<file path="src/rtl/fifo_wr_ptr_ctrl.sv">
// Write-side pointer controller for a dual-clock FIFO, plus its Gray code helpers.
// Optional sticky protocol checker (err output) is enabled by defining FIFO_WR_PTR_CHECK_EN.

module int_to_gray #(
    parameter int WIDTH = 5
) (
    input  logic [WIDTH-1:0] bin,
    output logic [WIDTH-1:0] gray
);
    assign gray = bin ^ (bin >> 1);
endmodule

module gray_to_int #(
    parameter int WIDTH = 5
) (
    input  logic [WIDTH-1:0] gray,
    output logic [WIDTH-1:0] bin
);
    // Each binary bit is the XOR of all Gray bits at and above its position.
    for (genvar i = 0; i < WIDTH; i++) begin : g_bit
        assign bin[i] = ^gray[WIDTH-1:i];
    end
endmodule

module fifo_wr_ptr_ctrl #(
    parameter int ADDR_BITS         = 4,
    parameter int SYNC_STAGES       = 2,
    parameter int ALMOST_FULL_LEVEL = 12
) (
    input  logic                 clk,
    input  logic                 reset_n,
    input  logic                 wr_valid,
    output logic                 wr_ready,
    output logic                 wr_en,
    output logic [ADDR_BITS-1:0] wr_addr,
    output logic [ADDR_BITS:0]   wr_ptr_gray,
    input  logic [ADDR_BITS:0]   rd_ptr_gray_async,
    output logic [ADDR_BITS:0]   fill_level,
    output logic                 full,
    output logic                 almost_full
`ifdef FIFO_WR_PTR_CHECK_EN
    ,
    output logic                 err
`endif
);
    localparam int PTR_BITS = ADDR_BITS + 1;
    localparam int DEPTH    = 2 ** ADDR_BITS;

    logic [PTR_BITS-1:0] wr_ptr_bin;
    logic [PTR_BITS-1:0] wr_ptr_bin_nxt;
    logic [PTR_BITS-1:0] wr_ptr_gray_nxt;
    logic [PTR_BITS-1:0] rd_ptr_bin;
    logic [PTR_BITS-1:0] rd_sync [SYNC_STAGES];
    logic                accept;

    // wr_ready depends only on registered pointers, never on wr_valid.
    assign wr_ready = !full;
    assign accept   = wr_valid && wr_ready;
    assign wr_en    = accept && reset_n;
    assign wr_addr  = wr_ptr_bin[ADDR_BITS-1:0];

    always_comb begin
        // NOTE: assign a default before any condition so no path leaves the signal unassigned (no latch).
        wr_ptr_bin_nxt = wr_ptr_bin;
        if (accept) begin
            wr_ptr_bin_nxt = wr_ptr_bin + PTR_BITS'(1);
        end
    end

    int_to_gray #(.WIDTH(PTR_BITS)) u_wr_i2g (
        .bin  (wr_ptr_bin_nxt),
        .gray (wr_ptr_gray_nxt)
    );

    // NOTE: state registers use non-blocking assignment so every flop samples pre-edge values.
    always_ff @(posedge clk) begin
        if (!reset_n) begin
            wr_ptr_bin  <= '0;
            wr_ptr_gray <= '0;
        end else begin
            wr_ptr_bin  <= wr_ptr_bin_nxt;
            wr_ptr_gray <= wr_ptr_gray_nxt;
        end
    end

    // NOTE: the synchroniser stages are reset too; stale read pointers would corrupt fill_level after reset.
    always_ff @(posedge clk) begin
        if (!reset_n) begin
            for (int i = 0; i < SYNC_STAGES; i++) begin
                rd_sync[i] <= '0;
            end
        end else begin
            rd_sync[0] <= rd_ptr_gray_async;
            for (int i = 1; i < SYNC_STAGES; i++) begin
                rd_sync[i] <= rd_sync[i-1];
            end
        end
    end

    gray_to_int #(.WIDTH(PTR_BITS)) u_rd_g2i (
        .gray (rd_sync[SYNC_STAGES-1]),
        .bin  (rd_ptr_bin)
    );

    // The extra pointer MSB separates full (MSBs differ) from empty (pointers equal).
    assign fill_level  = wr_ptr_bin - rd_ptr_bin;
    assign full        = (fill_level == PTR_BITS'(DEPTH));
    assign almost_full = (fill_level >= PTR_BITS'(ALMOST_FULL_LEVEL));

`ifdef FIFO_WR_PTR_CHECK_EN
    logic [PTR_BITS-1:0] sync_delta;
    logic                multi_bit_step;
    logic                fill_overrun;

    // The second-to-last stage is the next value of the last stage, so the step is seen one cycle early.
    assign sync_delta     = rd_sync[SYNC_STAGES-1] ^ rd_sync[SYNC_STAGES-2];
    assign multi_bit_step = (sync_delta & (sync_delta - PTR_BITS'(1))) != '0;
    assign fill_overrun   = fill_level > PTR_BITS'(DEPTH);

    always_ff @(posedge clk) begin
        if (!reset_n) begin
            err <= 1'b0;
        end else if (multi_bit_step || fill_overrun) begin
            err <= 1'b1;
        end
    end
`endif

endmodule

</file>
<file path="config.mk">
export PLATFORM = sky130hd
export DESIGN_NAME = fifo_wr_ptr_ctrl
export DESIGN_NICKNAME = d
export VERILOG_FILES = /design/src/rtl/fifo_wr_ptr_ctrl.sv
export SDC_FILE = /design/constraint.sdc
export NUM_CORES = 1
export LEC_CHECK = 0
export ABC_CLOCK_PERIOD_IN_PS = 8000
export CAP_MARGIN = 0
export CELL_PAD_IN_SITES_DETAIL_PLACEMENT = 0
export CELL_PAD_IN_SITES_GLOBAL_PLACEMENT = 1
export CORE_ASPECT_RATIO = 0.5
export CORE_MARGIN = 1
export CORE_UTILIZATION = 31
export DETAILED_ROUTE_END_ITERATION = 16
export PLACE_DENSITY_LB_ADDON = 0.1
export SETUP_SLACK_MARGIN = 0.02
export SYNTH_ARGS = -nofsm -noshare
export SYNTH_HDL_FRONTEND = slang
export SYNTH_SLANG_ARGS = --single-unit
</file>
<file path="constraint.sdc">
create_clock -name clk -period 8 [get_ports clk]
set_input_delay 1.2 -clock clk [delete_from_list [all_inputs] [get_ports clk]]
set_output_delay 1.2 -clock clk [all_outputs]
set_load 0.005 [all_outputs]
</file>
==> results of run 1 <==
[logic make-up after synthesis]
group | Yosys count | synth area share, %
mux | 8 | 7.872
flops | 19 | 37.39
simple gates | 37 | 19.07
fa+ha+maj | 6 | 8.118
compound gates | 11 | 9.103
buf+inv | 14 | 5.904
xor+xnor | 12 | 12.55
[through the flow]
step                total power, W  instances  util, %
CTS                      0.0002882        173    43.96
global placement         0.0002180        169    42.37
detailed placement       0.0002181        169    42.37
finish                   0.0002845        173    43.96
floorplan                0.0001691        107        -
global route             0.0003071        173    43.96
[path summary, 6_finish.rpt]
| path | from | endpoint | slack [ns] | depth (start not counted) |
|---|---|---|---|---|
| min reg2reg | rd_sync[0][1] | rd_sync[0][6] | 0.44 | 1 |
| min | rd_sync[0][1] | rd_sync[0][6] | 0.44 | 1 |
| max | rd_sync[0][9] | wr_en | 3.06 | 12 |
| max reg2reg | rd_sync[0][9] | wr_ptr_gray[1] | 4.69 | 12 |
[flip-flops by register name (all words and copies together) (netlist names)]
| name | count |
|---|---|
| rd_sync | 10 |
| wr_ptr_bin | 4 |
| wr_ptr_gray | 5 |
[area by class of cell]
cell class                 instances  area [um2]  share of cell area (%)
sequential                        19       380.4                   28.23
inverter                          11       41.29                   3.064
clock buffer                       3       41.29                   3.064
tap                               40       50.05                   3.714
multi-input combinational         74       576.8                   42.80
clock inverter                     1       7.507                  0.5571
timing repair buffer              25       250.2                   18.57
[per-layer routing]
metal	GRT usage [%]	routed length [um]	vias to the layer above
met5	0	0	-
met4	3.103	10	0
li1	-	-	399
met2	19.67	745	16
met3	5.512	97	2
met1	17.65	1064	328
[cells in the final DEF (no fill, tap or decap), drive strengths merged, types with 2 or more instances in the layout]
| cell type | synthesis | routed |
|---|---|---|
| and2 | 11 | 11 |
| clkdlybuf4s50 | 0 | 25 |
| o311a | 2 | 2 |
| inv | 11 | 11 |
| ha | 5 | 5 |
| dfxtp | 19 | 19 |
| nand2b | 3 | 3 |
| xor2 | 7 | 7 |
| mux2i | 8 | 8 |
| nor2 | 6 | 6 |
| clkbuf | 2 | 3 |
| nand2 | 11 | 11 |
| a2bb2oi | 2 | 2 |
| a21oi | 3 | 3 |
| xnor2 | 5 | 5 |
[cell usage after synthesis]
cell type  number  area share, %
xnor2_1         5            4.3
and3_4          1            1.1
a2bb2oi_1       2            1.7
dfxtp_1        19             37
nand2_1        11            4.1
ha_1            5            6.2
nand2b_1        3            1.8
xor2_1          4            3.4
and2_1         10            6.2
a21oi_1         2           0.98
a21oi_2         1           0.86
fa_1            1            2.0
a41o_1          1           0.98
xor2_2          3            4.8
mux2i_1         8            7.9
and2_2          1           0.74
inv_1          11            4.1
nor2_1          6            2.2
nand3b_1        1           0.74
nor3_1          1           0.49
a21o_1          1           0.74
or2_1           1           0.62
o31ai_1         1           0.74
buf_6           1            1.1
o31a_1          1           0.86
clkbuf_1        2           0.74
or3_1           1           0.62
o311a_2         2            2.2
nand3_1         1           0.49
[worst register-to-register path, stage by stage, from the launching register on]
cell      delay (ns)
dfxtp_1         0.34
xnor2_1         0.25
xor2_1          0.24
xor2_1          0.28
xnor2_1         0.11
ha_1            0.21
fa_1            0.39
nand2b_1        0.17
a21oi_2         0.16
xor2_2          0.25
o31a_1          0.36
mux2i_1         0.29
mux2i_1         0.20
[power breakdown]
group / internal (W) / leakage (nW) / switching, W
sequential: 0.000101 / 0.156 / 0.00000516
combinational: 0.0000605 / 0.386 / 0.0000472
clock: 0.0000351 / 0.0217 / 0.0000354
==> impl_results.html, run 1 <==
<table>
<tr><th>Metric</th><th>Value</th></tr>
<tr><th colspan="2">Status</th></tr>
<tr><td>Run status</td><td>complete, no violations</td></tr>
<tr><th colspan="2">STA</th></tr>
<tr><td>Transition at the pin with the smallest max-transition slack</td><td>~0.65 ns</td></tr>
<tr><td>Fin worst setup slack</td><td>3.057 ns</td></tr>
<tr><td>Hold Fails Final Rpt</td><td>0</td></tr>
<tr><td>Fin Clk Skew</td><td>about 0.0025 ns</td></tr>
<tr><td>Max-slew headroom at the worst pin</td><td>56.47%</td></tr>
<tr><td>Count of endpoints failing setup in the final report</td><td>0</td></tr>
<tr><td>Worst Hold Slack</td><td>approximately 0.44 ns</td></tr>
<tr><td>Total Neg Setup Slack</td><td>0 ns</td></tr>
<tr><td>Min Clock Period, post-route</td><td>slightly below 5 ns</td></tr>
<tr><td>Setup repair after global routing missed its margin</td><td>no</td></tr>
<tr><td>Part of the cycle the worst path needs</td><td>about 60%</td></tr>
<tr><td>Final number of max-transition violations</td><td>0</td></tr>
<tr><td>Highest achievable clock rate</td><td>about 200 MHz</td></tr>
<tr><th colspan="2">Critical path</th></tr>
<tr><td>Cell breakdown of the critical path</td><td>xnor2_1, xor2_1, xor2_1, xnor2_1, ha_1, fa_1, nand2b_1, a21oi_2, xor2_2, o31a_1, and2_2, clkdlybuf4s50_1</td></tr>
<tr><td>Slowest cell on the critical path</td><td>clkdlybuf4s50_1</td></tr>
<tr><td>Arrival time worst endpoint</td><td>roughly 3.7 ns</td></tr>
<tr><td>Type of element capturing the critical path</td><td>primary output</td></tr>
<tr><td>CP startpoint kind</td><td>flip-flop</td></tr>
<tr><td>Slowest Stage Delay on Critical Path</td><td>0.50 ns</td></tr>
<tr><td>Classification of the worst setup path</td><td>flip-flop to primary output</td></tr>
<tr><td>Largest fanout on the critical path</td><td>6</td></tr>
<tr><td>Crit path max-delay family</td><td>XOR/XNOR gates</td></tr>
<tr><td>Count of buffering cells on the critical path with inverters included</td><td>1</td></tr>
<tr><td>Crit path required time</td><td>6.80 ns</td></tr>
<tr><th colspan="2">Layout</th></tr>
<tr><td>Number of diodes added for antenna fixing</td><td>0</td></tr>
<tr><td>Post-route cell area</td><td>~0.0013 mm2</td></tr>
<tr><td>Fraction of final layout cells sized beyond drive strength 1</td><td>~9.0%</td></tr>
<tr><td>Number of nets in the finished design</td><td>around 150</td></tr>
<tr><td>FILL cells</td><td>315</td></tr>
<tr><td>Area growth, synth to finish</td><td>32.47%</td></tr>
<tr><th colspan="2">Power</th></tr>
<tr><td>Leak</td><td>~0.56 nW</td></tr>
<tr><td>Max VDD drop</td><td>0.0001054 V</td></tr>
<tr><td>Power per unit of standard cell area</td><td>211.1 mW/mm2</td></tr>
<tr><th colspan="2">Yosys</th></tr>
<tr><td>Count of yosys warnings during synthesis</td><td>0</td></tr>
<tr><td>Cells after Synth</td><td>between 100 and 150</td></tr>
<tr><td>Number of nets produced by synthesis</td><td>121</td></tr>
<tr><td>Library cells used by synthesis</td><td>29</td></tr>
<tr><td>Combined area of all synthesized cells</td><td>around 0.0010 mm2</td></tr>
<tr><td>Mapped Avg Cell Area</td><td>between 9 and 10 um2</td></tr>
<tr><td>Total of flip-flops plus latches after synthesis</td><td>19</td></tr>
<tr><td>Portion of the post-synthesis area used by sequential elements</td><td>37.39%</td></tr>
<tr><th colspan="2">GRT</th></tr>
<tr><td>Overflow after GRT</td><td>0</td></tr>
<tr><td>Largest net degree at the start of global routing</td><td>21</td></tr>
<tr><td>Global-route wire length before repair</td><td>roughly 3500 um</td></tr>
<tr><td>Initial antenna violation count</td><td>0</td></tr>
<tr><td>Via count of the first global-routing pass</td><td>750</td></tr>
<tr><td>Overall fraction of global-route tracks in use</td><td>13.18%</td></tr>
<tr><th colspan="2">Routing</th></tr>
<tr><td>Number of vias after detailed routing</td><td>745</td></tr>
<tr><td>DR vias/cell</td><td>approximately 4.3</td></tr>
<tr><td>Routed length per instance</td><td>11.08 um</td></tr>
<tr><td>Number of DRC violations after detailed routing</td><td>0</td></tr>
<tr><td>Router iterations before antenna repair</td><td>3</td></tr>
<tr><td>Detailed Route WL</td><td>around 1900 um</td></tr>
<tr><td>Residual antenna-violating net count after detailed routing</td><td>0</td></tr>
<tr><td>Number of DRC markers after the initial detailed-route iteration</td><td>13</td></tr>
<tr><th colspan="2">Place</th></tr>
<tr><td>Half-perimeter wire length of the detailed placement result</td><td>between 1000 and 1500 um</td></tr>
<tr><td>Placed Area</td><td>0.001299 mm2</td></tr>
<tr><td>Count of input and output buffers</td><td>25</td></tr>
<tr><td>Placer's final routability congestion estimate</td><td>between 0.7 and 0.8</td></tr>
<tr><td>Worst slack after detailed placement</td><td>3.286 ns</td></tr>
<tr><th colspan="2">Clock tree</th></tr>
<tr><td>Clock Sinks</td><td>19</td></tr>
<tr><td>Post-CTS setup buffers</td><td>0</td></tr>
<tr><td>CTS tree</td><td>yes</td></tr>
<tr><td>TritonCTS Buffers</td><td>3</td></tr>
<tr><td>CTS-repair resized insts</td><td>0</td></tr>
<tr><td>Clock Latency Late Sink</td><td>between 0.2 and 0.3 ns</td></tr>
<tr><td>Number of buffers on the longest clock path</td><td>2</td></tr>
<tr><td>Register clock-pin slew on the reported worst setup and hold paths</td><td>0.08 ns</td></tr>
<tr><td>Hold bufs inserted after CTS</td><td>0</td></tr>
<tr><td>Clk root buf</td><td>clkbuf_8</td></tr>
<tr><td>Maximum level of the CTS H-tree</td><td>1</td></tr>
<tr><th colspan="2">Die</th></tr>
<tr><td>Starting density of the core</td><td>between 30% and 40%</td></tr>
<tr><td>I/O pins</td><td>26</td></tr>
<tr><td>Die Span X</td><td>roughly 83 um</td></tr>
<tr><td>Height of the die</td><td>between 40 and 50 um</td></tr>
<tr><td>Core area</td><td>0.003065 mm2</td></tr>
<tr><td>Cell Rows</td><td>14</td></tr>
<tr><td>Die area</td><td>between 0.003 and 0.004 mm2</td></tr>
<tr><th colspan="2">Worst hold path</th></tr>
<tr><td>Class of the tightest hold or removal check</td><td>flip-flop to flip-flop</td></tr>
<tr><th colspan="2">Job</th></tr>
<tr><td>Max-cap violations</td><td>0</td></tr>
</table>
Power figures use the tool's default switching activity.
==> run 2: changes to the inputs <==
--- a/config.mk
+++ b/config.mk
@@ -5,7 +5,7 @@
 export SDC_FILE = /design/constraint.sdc
 export NUM_CORES = 1
 export LEC_CHECK = 0
-export ABC_CLOCK_PERIOD_IN_PS = 8000
+export ABC_CLOCK_PERIOD_IN_PS = 4890
 export CAP_MARGIN = 0
 export CELL_PAD_IN_SITES_DETAIL_PLACEMENT = 0
 export CELL_PAD_IN_SITES_GLOBAL_PLACEMENT = 1
==> constraint.sdc (replaced) <==
create_clock -name clk -period 4.89 [get_ports clk]
set_input_delay 0.7335 -clock clk [delete_from_list [all_inputs] [get_ports clk]]
set_output_delay 0.7335 -clock clk [all_outputs]
set_load 0.005 [all_outputs]
==> results of run 2 <==
Same layout as run 1 (identical final DEF). Status: complete, no violations.
Among the figures that moved: setup slack after placement 3.286 ns -> 0.6422 ns; setup slack after layout 3.057 ns -> 0.4134 ns; register-to-register setup slack 4.69 ns -> 1.58 ns; total power 0.0002845 W -> 0.0004654 W; worst IR drop on VDD 0.0001054 V -> 0.0001724 V
==> edit 1: new RTL, flow settings as in run 2 <==
Change the parameter `ADDR_BITS` from 4 to 6.
--- a/src/rtl/fifo_wr_ptr_ctrl.sv
+++ b/src/rtl/fifo_wr_ptr_ctrl.sv
@@ -24,5 +24,5 @@
 
 module fifo_wr_ptr_ctrl #(
-    parameter int ADDR_BITS         = 4,
+    parameter int ADDR_BITS         = 6,
     parameter int SYNC_STAGES       = 2,
     parameter int ALMOST_FULL_LEVEL = 12
Ports: changed (resized fill_level, rd_ptr_gray_async, wr_addr and wr_ptr_gray); port bits go from 26 to 34. No check against the original RTL was run, so the function may have changed too.
==> edit 1 against run 2 <==
- the flow now finishes with violations (design-rule violations)
- sequential cell count grew 8
- power grew 44%
- setup slack lost 270 ps
- non-clock buffer count grew 26
- design area grew 66%
- combinational power grew 67%
- die area grew 54%
- sequential share of layout area shrank 3.8 points
- clock power grew 21%
- wire length grew 110%
- area after synthesis grew 57%
- synthesized cell count grew 64%
- critical path type unchanged
- largest cell class unchanged
- largest power group unchanged
==> edit 1: results (changes against run 2) <==
[sta]
tightest_slew_ps = 496  ; was 651 ps
fin_skew_ps = 4.21  ; was 2.50 ps

[layout]
reg_top3 = rd_sync (14), wr_ptr_gray (7), wr_ptr_bin (6)  ; was rd_sync (10), wr_ptr_gray (5), wr_ptr_bin (4)

[routing]
avgRoutedWirePerCell_um = 13.7  ; was 11.1 um
drtIter0Drc = 44  ; was 13
vias_per_cell = 4.78  ; was 4.31
drt_drc_violations_left = 1  ; was 0

[yosys]
synth.area.top_cells = dfxtp_1, and2_1, ha_1, xor2_1, xnor2_1  ; was dfxtp_1, mux2i_1, and2_1, ha_1, xor2_2
yosys.area_share.adder_pct = 6.75  ; was 8.12%
seq_area_frac_synth_pct = 33.9  ; was 37.4%
synth_xor_area_share_pct = 11.4  ; was 12.5%
synthCells = 176  ; was 107

[clock_tree]
worstSkewPairLatency_ps = 280  ; was 260 ps
clk_pin_slew_ps = 100  ; was 80 ps

[power_and_ir_drop]
peakVddDrop_uv = 100  ; was 172 uV

[placed_design]
hpwl_um = 3020  ; was 1490 um
gp_congestion = 0.844  ; was 0.762
dp.cells = 274  ; was 169
place_ws_ps = 13.7  ; was 642 ps

[critical_path]
crit_fanout = 5  ; was 6
crit_path_end = full  ; was wr_en
r2r_slack_ps = 680  ; was 1580 ps

[global_route]
grt_pass1_wl_um = 6220  ; was 3540 um

[run_status]
status = finished with violations  ; was completed
violations = design-rule violations

[hold_path]
hold_end = rd_sync[0][7]$_SDFF_PN0_  ; was rd_sync[0][6]$_SDFF_PN0_

[edit 1: layout make-up]
class / instances / area (um^2) / share of cell area (%)
multi-input combinational: 132 / 1040 / 46.8
sequential: 27 / 546 / 24.4
timing repair buffer: 51 / 473 / 21.2
tap: 70 / 87.6 / 3.92
clock buffer: 3 / 41.3 / 1.85
inverter: 9 / 33.8 / 1.51
clock inverter: 1 / 8.76 / 0.392
[edit 1: per-layer routing]
metal	track usage, %	vias up	part of all wire [%]
li1	-	705	-
met1	24.5	656	54
met2	21.7	39	41
met3	3.47	2	5.2
met4	1.41	0	0.25
met5	0	-	0
[edit 1: power breakdown]
part	internal, mW	total [mW]	switching (mW)
Clock	0.0600	0.139	0.0789
Sequential	0.229	0.236	0.00701
Combinational	0.156	0.294	0.138
[edit 1: repair_timing]
item,4_1_cts,5_1_grt
pin swaps,5,13
buffers inserted,5,10
setup endpoints to repair,5,5
gates resized for setup,5,10
==> edit 2: new RTL, flow settings as in run 2 <==
Made on the original files. Add a define of `FIFO_WR_PTR_CHECK_EN`.
--- a/src/rtl/fifo_wr_ptr_ctrl.sv
+++ b/src/rtl/fifo_wr_ptr_ctrl.sv
@@ -1,4 +1,6 @@
 // Write-side pointer controller for a dual-clock FIFO, plus its Gray code helpers.
 // Optional sticky protocol checker (err output) is enabled by defining FIFO_WR_PTR_CHECK_EN.
+
+`define FIFO_WR_PTR_CHECK_EN
 
 module int_to_gray #(
Behaviour (old outputs only; new: err): unchanged (equiv_simple and equiv_induct, registers matched by name and starting in step).
==> edit 2 against run 2 <==
- design area rose by 9.7%
- highest routed layer unchanged
- sequential power rose by 6%
- utilization rose by 2.1 points
- first-iteration DRC count fell by 7.7%
- wire length rose by 17%
- power rose by 7.8%
- sequential cell count rose by 1
- setup slack got worse by 52 ps
- area after synthesis rose by 9.1%
- critical path type unchanged
==> edit 2: results (changes against run 2) <==
[run_status]
status = completed  ; unchanged

[routing]
drtIter0Drc = 12  ; was 13
dr_wl_met2_um = 891  ; was 745 um
wl_met3_um = 137  ; was 97 um
met1_length_um = 1190  ; was 1060 um
wl_um = 2240  ; was 1920 um
first_pass_iters = 4  ; was 3
dr.max_layer_used = met4  ; unchanged
vias_per_cell = 4.37  ; was 4.31

[critical_path]
crit_fanout = 6  ; unchanged
cp.arrival_ps = 3800  ; was 3740 ps
r2r_slack_ps = 1200  ; was 1580 ps
r2r_cells = 14  ; was 12

[global_route]
grt_pass1_wl_um = 3720  ; was 3540 um
grt_pass1_vias = 807  ; was 750
grt_usage_pct = 13.2  ; about the same
antenna_found_initial = 0  ; unchanged
grt_max_degree = 21  ; unchanged

[placed_design]
gp_congestion = 0.740  ; was 0.762
hpwl_um = 1730  ; was 1490 um
portBuffers = 26  ; was 25

[hold_path]
hold_class = flop to flop  ; unchanged
whs_path_depth = 1  ; unchanged

[clock_tree]
postCtsSetupBuffers = 0  ; unchanged
worstSkewPairLatency_ps = 260  ; about the same
cts-root-buf = clkbuf_8  ; unchanged
clockBufferDepth = 2  ; unchanged
htree_num_levels = 1  ; unchanged
numCtsBuffers = 3  ; unchanged
clk_pin_slew_ps = 70

[yosys]
syn-num-nets = 133  ; was 121
synth.area.top_cells = dfxtp_1, mux2i_1, xnor2_1, xor2_1, and2_1  ; was dfxtp_1, mux2i_1, and2_1, ha_1, xor2_2
synth_xor_area_share_pct = 12.6  ; was 12.5%
seq_area_frac_synth_pct = 36.1  ; was 37.4%
async_flop_share_pct = 0  ; unchanged
ys.flop_type = dfxtp_1  ; unchanged
synth_cell_types = 34  ; was 29
yosys-top-cells-count = dfxtp_1, and2_1, nand2_1  ; was dfxtp_1, inv_1, nand2_1
yosys.area_share.adder_pct = 8.34  ; was 8.12%
synth_compound_area_share_pct = 9.92  ; was 9.10%
ys_warn_count = 0  ; unchanged
synthMuxAreaShare_pct = 7.22  ; was 7.87%

[power_and_ir_drop]
peakVddDrop_uv = 126  ; was 172 uV
p_leak_nw = 0.622  ; was 0.564 nW

[sta]
fin_skew_ps = 3.14  ; was 2.50 ps
holdWs_ps = 484  ; was 438 ps
slew_headroom_pct = 56.6  ; was 56.5%

[layout]
fin_nets = 161  ; was 148
reg_top3 = rd_sync (10), wr_ptr_gray (5), wr_ptr_bin (4)  ; unchanged
antenna_cells = 0  ; unchanged
drive_gt1_share_pct = 6.85  ; was 9.02%

## edit 2: cell count changes after synthesis, moves of 3 or more
cell / change
xor2_1: +4
xor2_2: -3
inv_1: -3
xnor2_1: +3
a21oi_1: +3
## edit 2: where the power goes
group          total (mW)  internal (mW)  switching [mW]
sequential          0.185          0.175         0.00990
combinational       0.190          0.109          0.0805
clock               0.128         0.0717          0.0559
## edit 2: layout make-up
cell class / instances / area, um^2
clock buffer: 4 / 55.1
fill: 327 / 1730
inverter: 8 / 30.0
multi-input combinational: 87 / 664
sequential: 20 / 400
tap: 48 / 60.1
timing repair buffer: 27 / 268
## edit 2: metrics by stage
stage          cell area (um^2)  worst slack [ps]  cells
2_1_floorplan              1110              1200    119
3_3_place_gp               1420               668    190
3_5_place_dp               1420               582    190
4_1_cts                    1470               275    194
5_1_grt                    1480              30.1    194
6_report                   1480               361    194
## edit 2: final timing paths
kind                                               start                   endpoint
worst max register to register  rd_sync[0][9]$_SDFF_PN0_  wr_ptr_gray[1]$_SDFF_PN0_
worst min register to register  rd_sync[0][0]$_SDFF_PN0_   rd_sync[0][5]$_SDFF_PN0_
worst max-delay path            rd_sync[0][9]$_SDFF_PN0_                      wr_en
worst min-delay path            rd_sync[0][0]$_SDFF_PN0_   rd_sync[0][5]$_SDFF_PN0_
## edit 2: cells by family after synthesis
| group | Yosys count |
|---|---|
| fa+ha+maj | 7 |
| mux | 8 |
| simple gates | 41 |
| compound gates | 15 |
| buf+inv | 12 |
| xor+xnor | 16 |
| flops | 20 |
## edit 2: per-layer routing
metal | vias up | global-route usage, %
met1 | 373 | 17.3
met5 | - | 0
met4 | 0 | 4.00
li1 | 450 | -
met3 | 2 | 5.41
met2 | 22 | 20.2
## edit 2: critical path, stage by stage, from the launching register on
cell and delay (ps):
dfxtp_1 350, xnor2_1 240, xor2_1 300, xor2_2 270
xnor2_1 150, ha_1 170, inv_1 50, fa_1 400
xnor2_1 320, nand4bb_1 200, a211oi_2 400, nand2b_1 180
nor2_1 50, clkdlybuf4s50_1 450
## edit 2: timing repair
action	CTS	global route
setup endpoints to repair	0	1
endpoints found under the hold margin	0	0
resized for setup	0	1
